===== config.mk =====
export PLATFORM = sky130hd
export DESIGN_NAME = pll_dyn_cfg_seq
export DESIGN_NICKNAME = d
export VERILOG_FILES = /design/src/rtl/pll_dyn_cfg_seq.sv
export SDC_FILE = /design/constraint.sdc
export NUM_CORES = 1
export LEC_CHECK = 0
export CAP_MARGIN = 20
export CORE_UTILIZATION = 23
export CTS_CLUSTER_DIAMETER = 120
export DETAILED_ROUTE_END_ITERATION = 8
export GPL_ROUTABILITY_DRIVEN = 1
export HOLD_SLACK_MARGIN = 0.15
export SKIP_LAST_GASP = 1
export SYNTH_ARGS = -nofsm -noshare
export SYNTH_HDL_FRONTEND = slang
export SYNTH_SLANG_ARGS = --single-unit

===== constraint.sdc =====
create_clock -name clk_tb -period 2.7 [get_ports clk_tb]
set_input_delay 0.54 -clock clk_tb [delete_from_list [all_inputs] [get_ports clk_tb]]
set_output_delay 0.54 -clock clk_tb [all_outputs]
set_load 0.1 [all_outputs]

===== src/rtl/pll_dyn_cfg_seq.sv =====
// PLL dynamic reconfiguration sequencer: power-down/reset/lock bring-up with lock
// filtering, timeout retries, and divider/duty updates applied through a PLL reset.
module pll_dyn_cfg_seq #(
  parameter int unsigned PWD_CYCLES   = 10,
  parameter int unsigned RST_CYCLES   = 10,
  parameter int unsigned LOCK_FILTER  = 3,
  parameter int unsigned LOCK_TIMEOUT = 65535,
  parameter int unsigned MAX_RETRY    = 3,
  parameter int unsigned DEF_ODIV     = 100,
  parameter int unsigned DEF_DUTY     = 100
) (
  input  logic        clk_tb,
  input  logic        rst_n,
  input  logic        pll_lock,
  input  logic        cfg_req,
  input  logic [9:0]  cfg_odiv,
  input  logic [9:0]  cfg_duty,
  output logic        cfg_ack,
  output logic        cfg_nak,
  output logic        pll_pwd,
  output logic        pll_rst,
  output logic [9:0]  dyn_odiv0,
  output logic [9:0]  dyn_duty0,
  output logic        ready,
  output logic        fail,
  output logic [2:0]  err_cnt
);

  localparam int unsigned DW        = 10;
  localparam int unsigned CNT_MAX_A = (PWD_CYCLES > RST_CYCLES) ? PWD_CYCLES : RST_CYCLES;
  localparam int unsigned CNT_MAX   = (CNT_MAX_A > LOCK_TIMEOUT) ? CNT_MAX_A : LOCK_TIMEOUT;
  localparam int unsigned CW        = $clog2(CNT_MAX + 1);
  localparam int unsigned FW        = $clog2(LOCK_FILTER + 1);
  localparam int unsigned RW        = $clog2(MAX_RETRY + 1);

  typedef enum logic [2:0] {
    S_PWRDN, S_RST, S_WAIT_LOCK, S_RUN, S_APPLY, S_FAIL
  } state_t;

  state_t          state_q, state_d;
  logic [CW-1:0]   cnt_q, cnt_d;
  logic [FW-1:0]   flt_q, flt_d;
  logic [RW-1:0]   retry_q, retry_d;
  logic [RW:0]     retry_inc;
  logic [1:0]      hold_q, hold_d;
  logic [1:0]      sync_q;
  logic            lock_s;
  logic [DW-1:0]   lat_odiv_q, lat_odiv_d, lat_duty_q, lat_duty_d;
  logic [DW-1:0]   odiv_d, duty_d;
  logic [2:0]      err_d;
  logic            pwd_d, rst_d, ready_d, fail_d, ack_d, nak_d;
  logic            timeout, lost, accept, reject, fail_clr;
  logic            cfg_valid, cfg_eval;

  assign lock_s    = sync_q[1];
  assign retry_inc = {1'b0, retry_q} + (RW+1)'(1);
  // Holdoff keeps a still-high request from being re-judged right after ack/nak.
  assign cfg_eval  = cfg_req && (hold_q == 2'd0);
  assign cfg_valid = (cfg_odiv != '0) && (cfg_duty != '0) &&
                     ({1'b0, cfg_duty} <= {cfg_odiv, 1'b0});

  // State and datapath registers
  always_ff @(posedge clk_tb or negedge rst_n) begin
    if (!rst_n) begin
      state_q    <= S_PWRDN;
      cnt_q      <= '0;
      flt_q      <= '0;
      retry_q    <= '0;
      hold_q     <= 2'd0;
      sync_q     <= 2'b00;
      lat_odiv_q <= DW'(DEF_ODIV);
      lat_duty_q <= DW'(DEF_DUTY);
      dyn_odiv0  <= DW'(DEF_ODIV);
      dyn_duty0  <= DW'(DEF_DUTY);
      pll_pwd    <= 1'b1;
      pll_rst    <= 1'b1;
      ready      <= 1'b0;
      fail       <= 1'b0;
      cfg_ack    <= 1'b0;
      cfg_nak    <= 1'b0;
      err_cnt    <= 3'd0;
    end else begin
      state_q    <= state_d;
      cnt_q      <= cnt_d;
      flt_q      <= flt_d;
      retry_q    <= retry_d;
      hold_q     <= hold_d;
      sync_q     <= {sync_q[0], pll_lock};
      lat_odiv_q <= lat_odiv_d;
      lat_duty_q <= lat_duty_d;
      dyn_odiv0  <= odiv_d;
      dyn_duty0  <= duty_d;
      pll_pwd    <= pwd_d;
      pll_rst    <= rst_d;
      ready      <= ready_d;
      fail       <= fail_d;
      cfg_ack    <= ack_d;
      cfg_nak    <= nak_d;
      err_cnt    <= err_d;
    end
  end

  // Next-state decode; lock loss outranks a request in RUN
  always_comb begin
    state_d  = state_q;
    timeout  = 1'b0;
    lost     = 1'b0;
    accept   = 1'b0;
    reject   = 1'b0;
    fail_clr = 1'b0;
    case (state_q)
      S_PWRDN: if (cnt_q == CW'(PWD_CYCLES - 1)) state_d = S_RST;
      S_RST:   if (cnt_q == CW'(RST_CYCLES - 1)) state_d = S_WAIT_LOCK;
      S_WAIT_LOCK: begin
        if (lock_s && (flt_q == FW'(LOCK_FILTER - 1))) begin
          state_d = S_RUN;
        end else if (cnt_q == CW'(LOCK_TIMEOUT - 1)) begin
          timeout = 1'b1;
          state_d = (retry_inc < (RW+1)'(MAX_RETRY)) ? S_PWRDN : S_FAIL;
        end
      end
      S_RUN: begin
        if (!lock_s) begin
          lost    = 1'b1;
          state_d = S_RST;
        end else if (cfg_eval) begin
          if (cfg_valid) begin
            accept  = 1'b1;
            state_d = S_APPLY;
          end else begin
            reject  = 1'b1;
          end
        end
      end
      S_APPLY: state_d = S_RST;
      S_FAIL: begin
        if (cfg_eval) begin
          fail_clr = 1'b1;
          state_d  = S_PWRDN;
        end
      end
      default: state_d = S_PWRDN;
    endcase
  end

  // Output and datapath next values; outputs are decoded from the next state
  always_comb begin
    pwd_d   = 1'b0;
    rst_d   = 1'b0;
    ready_d = 1'b0;
    fail_d  = 1'b0;
    ack_d   = accept || fail_clr;
    nak_d   = reject;
    case (state_d)
      S_PWRDN: begin pwd_d = 1'b1; rst_d = 1'b1; end
      S_RST:   rst_d = 1'b1;
      S_RUN:   ready_d = 1'b1;
      S_APPLY: rst_d = 1'b1;
      S_FAIL:  begin pwd_d = 1'b1; rst_d = 1'b1; fail_d = 1'b1; end
      default: ;
    endcase

    cnt_d = cnt_q;
    if (state_d != state_q) begin
      cnt_d = '0;
    end else if (state_q == S_PWRDN || state_q == S_RST || state_q == S_WAIT_LOCK) begin
      cnt_d = cnt_q + CW'(1);
    end

    flt_d = '0;
    if (state_q == S_WAIT_LOCK && state_d == S_WAIT_LOCK && lock_s) flt_d = flt_q + FW'(1);

    retry_d = retry_q;
    if (timeout) retry_d = retry_inc[RW-1:0];
    else if (state_q == S_RUN || fail_clr) retry_d = '0;

    err_d = err_cnt;
    if ((timeout || lost) && err_cnt != 3'd7) err_d = err_cnt + 3'd1;

    hold_d = 2'd0;
    if (accept || reject || fail_clr) hold_d = 2'd2;
    else if (hold_q != 2'd0) hold_d = hold_q - 2'd1;

    lat_odiv_d = accept ? cfg_odiv : lat_odiv_q;
    lat_duty_d = accept ? cfg_duty : lat_duty_q;
    odiv_d     = (state_q == S_APPLY) ? lat_odiv_q : dyn_odiv0;
    duty_d     = (state_q == S_APPLY) ? lat_duty_q : dyn_duty0;
  end

endmodule


==> qor.csv <==
metric,value,unit
synthMuxAreaShare,10.5,%
vias,2632,
drive_gt1_share,39.0,%
die_y,128,microns
r2r_setup_slack,0.29,ns
synth_simple_gate_area_share,15.8,%
synth_top_family_by_area,simple AND/OR/NAND/NOR gates,
place_hpwl,5890,microns
worstSetupPathType,primary input to flop,
ios,53,
cts_buffer_depth,2,
synth_enable_flop_cells,0,
end_kind,flop,
die_area,0.0164,sq mm
place_inst,599,
overflow,0,
rows,45,
grt_pass1_wl,13400,microns
worstRegToRegCells,5,
finalCritPeriodShare,96.0,%
min_path_type,primary input to asynchronous set/reset pin,
fmax,386,MHz
synth_compound_area_share,8.17,%
start_kind,primary input,
synth_cell_type_count,56,
hold_viol,0,
first_global_vias,2672,
gp_congestion,0.835,
grt_max_degree,77,
required,2.92,ns
ys_seq_area_share,52.4,%
synthToLayoutAreaGrowth,36.5,%
critPathArrivalTime,2.81,ns
start_util,23.8,%
drtIter0Drc,163,
routed_wirelength,8020,microns
relSlewSlack,58.6,%
core_area,0.0154,sq mm
period_needed,2.59,ns
drc,0,
rsz0062_at_grt,no,
layout_commonest_cell,dfrtp_1,
cts_root_buffer,clkbuf_16,
yosys_warnings,0,
clk_pin_slew,0.06,ns
cts_tree,done,
fin_area,0.00500,sq mm
synthesis.area,0.00366,sq mm
avgRoutedWirePerCell,13.0,microns
layout_common_cells,"62 x dfrtp_1, 59 x buf_4, 33 x mux2_2",
p_total,0.00396,W
avgViaCountPerCell,4.27,
setup_viol,0,
post-route-util,32.5,%
diodes,0,
drv_slew,0,
antenna_found_initial,0,
cts_buffers,9,
antenna_left,0,
die_w,128,microns
syn-num-nets,354,
p_per_area,792,mW/mm^2
clock_latency,0.34,ns
tightestPinTransition,0.605,ns
peakVddDrop,0.740,mV
drt_pass1_iterations,4,
p_leak,2.30,nW
synth_seq_cells,76,
status,completed,
skew,0.00857,ns
syn_avg_cell_area,11.7,sq um
port-buffer-count,52,
netlist_instances,313,
async_flop_share,100,%
worstReg2RegStart,cnt_q[6],
synthAdderAreaFrac,5.81,%
grt_usage,10.6,%
synthXorXnorAreaFrac,3.83,%
crit_fanout,5,
ys.flop_type,dfrtp_1,
drv_cap,0,
final_cells,616,
final_nets,441,
cts.sinks,76,
htree_levels,3,
r2r_end,err_cnt[2],
hold_buffers,0,
placed_cell_area,0.00460,sq mm
## how the worst max path moves through the flow
stage / start / slack (ns) / endpoint
4_1_cts: cfg_odiv[7] / -0.02 / cnt_q[12]
3_3_place_gp: cfg_odiv[7] / -0.39 / cnt_q[12]
3_5_place_dp: cfg_odiv[7] / -0.42 / cnt_q[9]
6_report: cfg_odiv[6] / 0.11 / cnt_q[12]
5_1_grt: cfg_odiv[6] / 0.006 / cnt_q[12]
2_1_floorplan: cfg_odiv[7] / 0.20 / cnt_q[6]
## synthesized netlist by cell type (2+ instances only)
| library cell | n | area, sq um |
|---|---|---|
| nor2_2 | 10 | 62.6 |
| nor2_1 | 12 | 45.0 |
| and3_1 | 2 | 12.5 |
| nor3_1 | 6 | 30.0 |
| nand2_1 | 23 | 86.3 |
| and2_1 | 2 | 12.5 |
| nand4_1 | 8 | 50.1 |
| dfrtp_1 | 62 | 1550 |
| and4_1 | 2 | 17.5 |
| xnor2_1 | 2 | 17.5 |
| buf_2 | 5 | 25.0 |
| o21ai_0 | 12 | 60.1 |
| xor2_1 | 14 | 123 |
| a21oi_1 | 7 | 35.0 |
| nor2b_1 | 4 | 25.0 |
| a211oi_2 | 2 | 25.0 |
| nand2b_1 | 2 | 12.5 |
| clkbuf_1 | 4 | 15.0 |
| mux2_2 | 33 | 372 |
| dfstp_2 | 14 | 368 |
| nor4_1 | 4 | 25.0 |
| ha_1 | 17 | 213 |
| nand3_1 | 14 | 70.1 |
| inv_1 | 20 | 75.1 |
## power breakdown
part / switching (W) / leakage, nW / internal [W]
clock: 0.000475 / 0.146 / 0.000744
sequential: 0.000151 / 0.991 / 0.00139
combinational: 0.000732 / 1.16 / 0.000467
## what timing repair did
item                                    CTS  global route
resized for setup                         1            17
endpoints found under the setup margin   15            26
setup buffers                             0             1
pin swaps                                 0             6
## metrics by stage
stage          worst slack [ns]  hold WS (ns)  TNS [ns]
2_1_floorplan             0.197         0.244         0
3_5_place_dp             -0.421         0.344    -11.98
6_report                  0.108         0.206         0
3_3_place_gp             -0.388         0.340    -11.18
5_1_grt                 0.00622         0.276         0
4_1_cts                 -0.0195         0.241   -0.0816
## registers in the layout, indices dropped and copies added (netlist names)
| signal | cells |
|---|---|
| cfg_ack | 1 |
| cfg_nak | 1 |
| cnt_q | 16 |
| dyn_duty0 | 10 |
| dyn_odiv0 | 10 |
| err_cnt | 3 |
| fail | 1 |
| flt_q | 2 |
| hold_q | 2 |
| lat_duty_q | 10 |
| lat_odiv_q | 10 |
| pll_pwd | 1 |
| pll_rst | 1 |
| ready | 1 |
| retry_q | 2 |
| state_q | 3 |
| sync_q | 2 |
## area by class of cell
class | instances | area [sq um]
fill | 1539 | 10400
sequential | 76 | 1920
multi-input combinational | 206 | 1690
timing repair buffer | 87 | 752
tap | 211 | 264
clock buffer | 11 | 243
inverter | 20 | 75.1
clock inverter | 5 | 60.1
## cell families after synthesis
family          count (synthesis)
xor+xnor                       16
mux                            34
simple gates                  102
flops                          76
fa+ha+maj                      17
compound gates                 37
buf+inv                        31
## routing by layer
layer / global-route usage [%] / vias to the layer above / wire length, microns
met3: 2.96 / 11 / 401
met4: 4.43 / 0 / 127
met2: 16.6 / 72 / 3740
met5: 0 / - / 0
li1: - / 1286 / -
met1: 13.8 / 1263 / 3750
## worst max-delay path: stages
cell and delay [ns]:
clkdlybuf4s50_1 0.51, inv_2 0.06, ha_1 0.28, nand4b_1 0.19, nor3_2 0.23, a21oi_4 0.06
a211oi_2 0.21, buf_4 0.17, o21bai_4 0.07, o2111ai_4 0.28, buf_6 0.18, nor2_2 0.04
No activity file was read; power rests on OpenSTA's default activity.
